==> config.mk <==
export PLATFORM = sky130hd
export DESIGN_NAME = fetch_unit
export DESIGN_NICKNAME = d
export VERILOG_FILES = /design/src/rtl/fetch_unit.sv
export SDC_FILE = /design/constraint.sdc
export NUM_CORES = 1
export LEC_CHECK = 0
export CAP_MARGIN = 20
export CORE_MARGIN = 2
export CORE_UTILIZATION = 47
export CTS_BUF_LIST = sky130_fd_sc_hd__clkbuf_8
export DETAILED_ROUTE_END_ITERATION = 7
export PLACE_DENSITY = 0.79
export SLEW_MARGIN = 20
export SYNTH_ARGS = -nofsm -noshare
export SYNTH_HDL_FRONTEND = slang
export SYNTH_SLANG_ARGS = --single-unit
==> constraint.sdc <==
create_clock -name clk_i -period 5.08 [get_ports clk_i]
set_input_delay 0.508 -clock clk_i [delete_from_list [all_inputs] [get_ports clk_i]]
set_output_delay 0.508 -clock clk_i [all_outputs]
set_load 0.01 [all_outputs]
==> src/rtl/fetch_unit.sv <==
// fetch_unit: credit-limited instruction fetcher with a DEPTH-entry prefetch buffer,
// one outstanding memory request, redirect flush/drain and misaligned-fetch fault.
module fetch_unit #(
    parameter int DEPTH  = 2,
    parameter int INC_BY = 4
) (
    input  logic        clk_i,
    input  logic        rst_i,
    input  logic [31:0] pc_i,
    input  logic        pc_aligned_i,
    output logic        pc_en_o,
    input  logic        redirect_i,
    output logic        mem_req_o,
    output logic [31:0] mem_addr_o,
    input  logic        mem_gnt_i,
    input  logic        mem_rvalid_i,
    input  logic [31:0] mem_rdata_i,
    output logic        inst_valid_o,
    output logic [31:0] inst_o,
    output logic [31:0] inst_pc_o,
    input  logic        inst_ready_i,
    output logic        fault_o
);
    localparam int AW = $clog2(DEPTH);
    localparam int CW = AW + 1;

    typedef enum logic [2:0] {IDLE, REQ, WAIT, DRAIN, FAULT} state_t;

    state_t        r_state, w_next;
    logic [CW-1:0] r_count, w_count_nxt;
    logic [AW-1:0] r_wptr, r_rptr;
    logic [63:0]   r_buf [DEPTH];
    logic [31:0]   r_addr;
    logic          w_push, w_pop;

    assign mem_req_o    = r_state == REQ;
    assign mem_addr_o   = r_addr;
    assign pc_en_o      = (r_state == REQ) & mem_gnt_i & ~redirect_i;
    assign fault_o      = r_state == FAULT;
    assign inst_valid_o = r_count != '0;
    assign inst_o       = r_buf[r_rptr][63:32];
    assign inst_pc_o    = r_buf[r_rptr][31:0];
    assign w_push       = (r_state == WAIT) & mem_rvalid_i & ~redirect_i;
    assign w_pop        = inst_valid_o & inst_ready_i;
    assign w_count_nxt  = r_count + CW'(w_push) - CW'(w_pop);

    // In WAIT the outstanding request retires this cycle, so credit uses the post-push count
    always_comb begin
        w_next = r_state;
        case (r_state)
            IDLE:  if (!redirect_i && r_count < CW'(DEPTH)) w_next = pc_aligned_i ? REQ : FAULT;
            REQ:   w_next = redirect_i ? IDLE : (mem_gnt_i ? WAIT : REQ);
            WAIT:  if (redirect_i) w_next = mem_rvalid_i ? IDLE : DRAIN;
                   else if (mem_rvalid_i) w_next = (w_count_nxt < CW'(DEPTH)) ? (pc_aligned_i ? REQ : FAULT) : IDLE;
            DRAIN: if (!redirect_i && mem_rvalid_i) w_next = IDLE;
            FAULT: if (redirect_i) w_next = IDLE;
            default: w_next = IDLE;
        endcase
    end

    always_ff @(posedge clk_i or posedge rst_i) begin
        if (rst_i) begin
            r_state <= IDLE;
            r_addr  <= '0;
        end else begin
            r_state <= w_next;
            if (w_next == REQ && r_state != REQ) r_addr <= pc_i;
        end
    end

    always_ff @(posedge clk_i or posedge rst_i) begin
        if (rst_i) begin
            r_count <= '0;
            r_wptr  <= '0;
            r_rptr  <= '0;
            for (int i = 0; i < DEPTH; i++) r_buf[i] <= '0;
        end else if (redirect_i) begin
            r_count <= '0;
            r_wptr  <= '0;
            r_rptr  <= '0;
        end else begin
            if (w_push) begin
                r_buf[r_wptr] <= {mem_rdata_i, r_addr};
                r_wptr        <= r_wptr + AW'(1);
            end
            if (w_pop) r_rptr <= r_rptr + AW'(1);
            r_count <= w_count_nxt;
        end
    end

    assert property (@(posedge clk_i) disable iff (rst_i) !(w_push && !w_pop && r_count == CW'(DEPTH)));
    assert property (@(posedge clk_i) disable iff (rst_i) pc_en_o |-> (INC_BY > 0 && (DEPTH == 2 || DEPTH == 4)));
endmodule
==> results.txt <==
Vias in the first global route = 4738
Path type of the worst min-delay path = in2async
Actual slew at the worst max-slew pin = 0.921 ns
P_sw = 1.51 mW
Synth cell types = 29
Static Leak = 4.48 nW
Relative slew slack = 0.386
ANT nets after route = 0
Final instance area = 0.00976 sq mm
Critical Path End = mem_addr_o[2]
Reg2reg end = mem_addr_o[2]
Pwr dens = 512 mW/mm^2
Flop-to-flop setup slack = 1.77 ns
Num ports = 171
Nets = 705
Switching Share = 0.302
Clock Path Buffers = 2
Outcome = complete, no violations
Area growth syn-to-layout = 30.7%
DP Area = 0.00929 sq mm
Met1 wire length = 6680 um
RSZ-0062 raised after global routing = false
Die Area = 0.0169 sq mm
Clock power share = 0.207
Filler cells = 1186
PostCTS Resize Cnt = 0
Tightest hold margin = 0.442 ns
Initial antenna violation count = 0
Residual DRC = 0
Total grt overflow = 0
DP Wirelength = 10400 um
Pint = 3.49 mW
Routed vias = 4334
Final hold viol count = 0
Seq pwr share = 0.403
Fmax = 293 MHz
Met2 wire length = 8040 um
CTS tree = built
Post-Place Cells = 828
Starting Density = 0.475
Gate power share = 0.390
Tcrit/Tclk final = 0.672
Pre-Repair DR Iteration Count = 4
Reg2reg path depth = 10
Crit path required time = 5.42 ns
H-tree depth = 4
Clock root cell = clkbuf_8
Overall global routing resource usage = 0.191
Max Used Layer = met4
Final Skew = 0.0108 ns
Sequential area share after synthesis = 0.560
CP arrival = 3.75 ns
Max Transition Viols Final = 0
Non-filler instance count after layout = 861
Max-cap violation count = 0
WL final = 15600 um
Chip width = 130 um
Share of layout cells above drive strength 1 = 0.374
# rows = 46
Clk Latency, worst-skew pair = 0.46 ns
Worst setup path start = redirect_i
Antenna Cells = 0
#FFs+latches synth = 167
Startpoint Class = primary input
TritonCTS Buffers = 17
Crit Path Max Fanout = 26
Post-CTS setup buffer count = 0
Syn. warnings = 0
Synthesized cell area = 0.00746 sq mm
Syn Area/Cell = 16.2 sq um
CP endpoint kind = flip-flop
CTS Hold Buffers Added = 0
Worst VDD drop = 0.000329 V
Syn nets = 534
Metal3 WL = 511 um
Pin count of the biggest net entering global routing = 111
DR WL/cell = 18.1 um
Post-Route Setup TNS = 0 ns
I/O Buffers = 170
Die height = 130 um
Iter 0 DRT Violations = 137
CTS Sinks = 167
Setup violators final = 0
First-pass GRT wire length = 24700 um
Clock period minus worst slack = 3.41 ns
Worst-path clk slew = 0.09 ns
Core area = 0.0157 sq mm
Vias/cell = 5.03
R2R Path Start = r_state[0]
Critical path class = in2reg
Synth Instances = 461
RePlAce Congestion = 0.834
## critical path, cell delays in order
cell and delay (ns):
clkdlybuf4s50_1 0.62, or3_4 0.52, ha_1 0.29, inv_1 0.04
ha_1 0.18, xnor2_1 0.24, nor2_1 0.12, o31ai_4 0.60
buf_12 0.27, mux2_1 0.35
## cell type report
cell class / instances / area [sq um] / share of cell area
sequential: 167 / 4180 / 0.428
inverter: 3 / 16.3 / 0.00167
multi-input combinational: 265 / 3040 / 0.312
tap: 216 / 270 / 0.0277
clock inverter: 12 / 163 / 0.0167
timing repair buffer: 178 / 1810 / 0.185
clock buffer: 20 / 275 / 0.0282
## how the worst min path moves through the flow
stage	from	to	slack (ns)
2_1_floorplan	r_buf[3]	r_buf[3]	0.47
3_3_place_gp	r_buf[3]	r_buf[3]	0.48
3_5_place_dp	r_buf[38]	r_buf[38]	0.49
4_1_cts	r_buf[38]	r_buf[38]	0.51
5_1_grt	rst_i	r_buf[0]	0.46
6_report	rst_i	r_buf[43]	0.44
## Yosys cell counts
| master | instances | area, sq um |
|---|---|---|
| nor3_1 | 3 | 15.0 |
| mux2_2 | 135 | 1520 |
| nor2_1 | 9 | 33.8 |
| a21oi_1 | 2 | 10.0 |
| or2b_1 | 1 | 7.51 |
| nor4b_2 | 1 | 15.0 |
| clkbuf_1 | 8 | 30.0 |
| and2_1 | 1 | 6.26 |
| nor3b_1 | 2 | 15.0 |
| o21ai_0 | 2 | 10.0 |
| mux2_1 | 29 | 327 |
| nor2_8 | 1 | 20.0 |
| or2_2 | 1 | 6.26 |
| buf_2 | 9 | 45.0 |
| buf_12 | 6 | 120 |
| mux2_4 | 60 | 901 |
| maj3_1 | 1 | 10.0 |
| xnor2_1 | 4 | 35.0 |
| nand3b_1 | 3 | 22.5 |
| or3_4 | 1 | 11.3 |
| dfrtp_1 | 167 | 4180 |
| o31ai_4 | 1 | 21.3 |
| nand3_1 | 1 | 5.00 |
| o31ai_1 | 1 | 7.51 |
| buf_6 | 3 | 33.8 |
| nor2b_1 | 2 | 12.5 |
| ha_1 | 2 | 25.0 |
| nand2_1 | 2 | 7.51 |
| inv_1 | 3 | 11.3 |
## metrics by stage
stage	power [mW]	worst slack [ns]	util
6_report	5.00	1.67	0.621
5_1_grt	5.27	1.48	0.621
4_1_cts	5.06	1.61	0.619
3_5_place_dp	4.01	1.14	0.591
3_3_place_gp	3.95	1.21	0.591
2_1_floorplan	2.99	0.0536	-
## flip-flops by register name (all words and copies together), names as in the netlist
signal	flops
r_buf	128
mem_addr_o	32
r_state	3
r_count	2
r_rptr	1
r_wptr	1
## power by group through the flow
| stage | clock network, mW | logic [mW] | registers (mW) |
|---|---|---|---|
| 2_1_floorplan | 0 | 1.03 | 1.95 |
| 3_3_place_gp | 0 | 1.93 | 2.01 |
| 3_5_place_dp | 0 | 1.97 | 2.04 |
| 4_1_cts | 1.06 | 1.98 | 2.02 |
| 5_1_grt | 1.13 | 2.07 | 2.07 |
| 6_report | 1.04 | 1.95 | 2.01 |
## cells by family (layout without fill, tap and decap cells)
family,Yosys count,count (layout),share of synthesized area
AOI/OAI and AO/OA,6,6,0.00654
xor gates and xnor gates,4,4,0.00469
adders and majority gates,3,3,0.00469
buffers and inverters,29,213,0.0322
DFF,167,167,0.560
muxes,224,224,0.368
and+or+nand+nor,28,28,0.0238
## cell usage in the layout (no fill, tap or decap), drive strengths merged, types with 4 or more instances in the layout
master,netlist,routed
nor2,10,10
buf,18,8
mux2,224,224
xnor2,4,4
dfrtp,167,167
clkdlybuf4s50,0,170
inv,3,9
clkbuf,8,20
## per-layer routing
layer	track usage	vias to the layer above
li1	-	1992
met1	0.238	2223
met2	0.322	95
met3	0.0451	24
met4	0.0740	0
met5	0	-
Power figures use the tool's default switching activity.
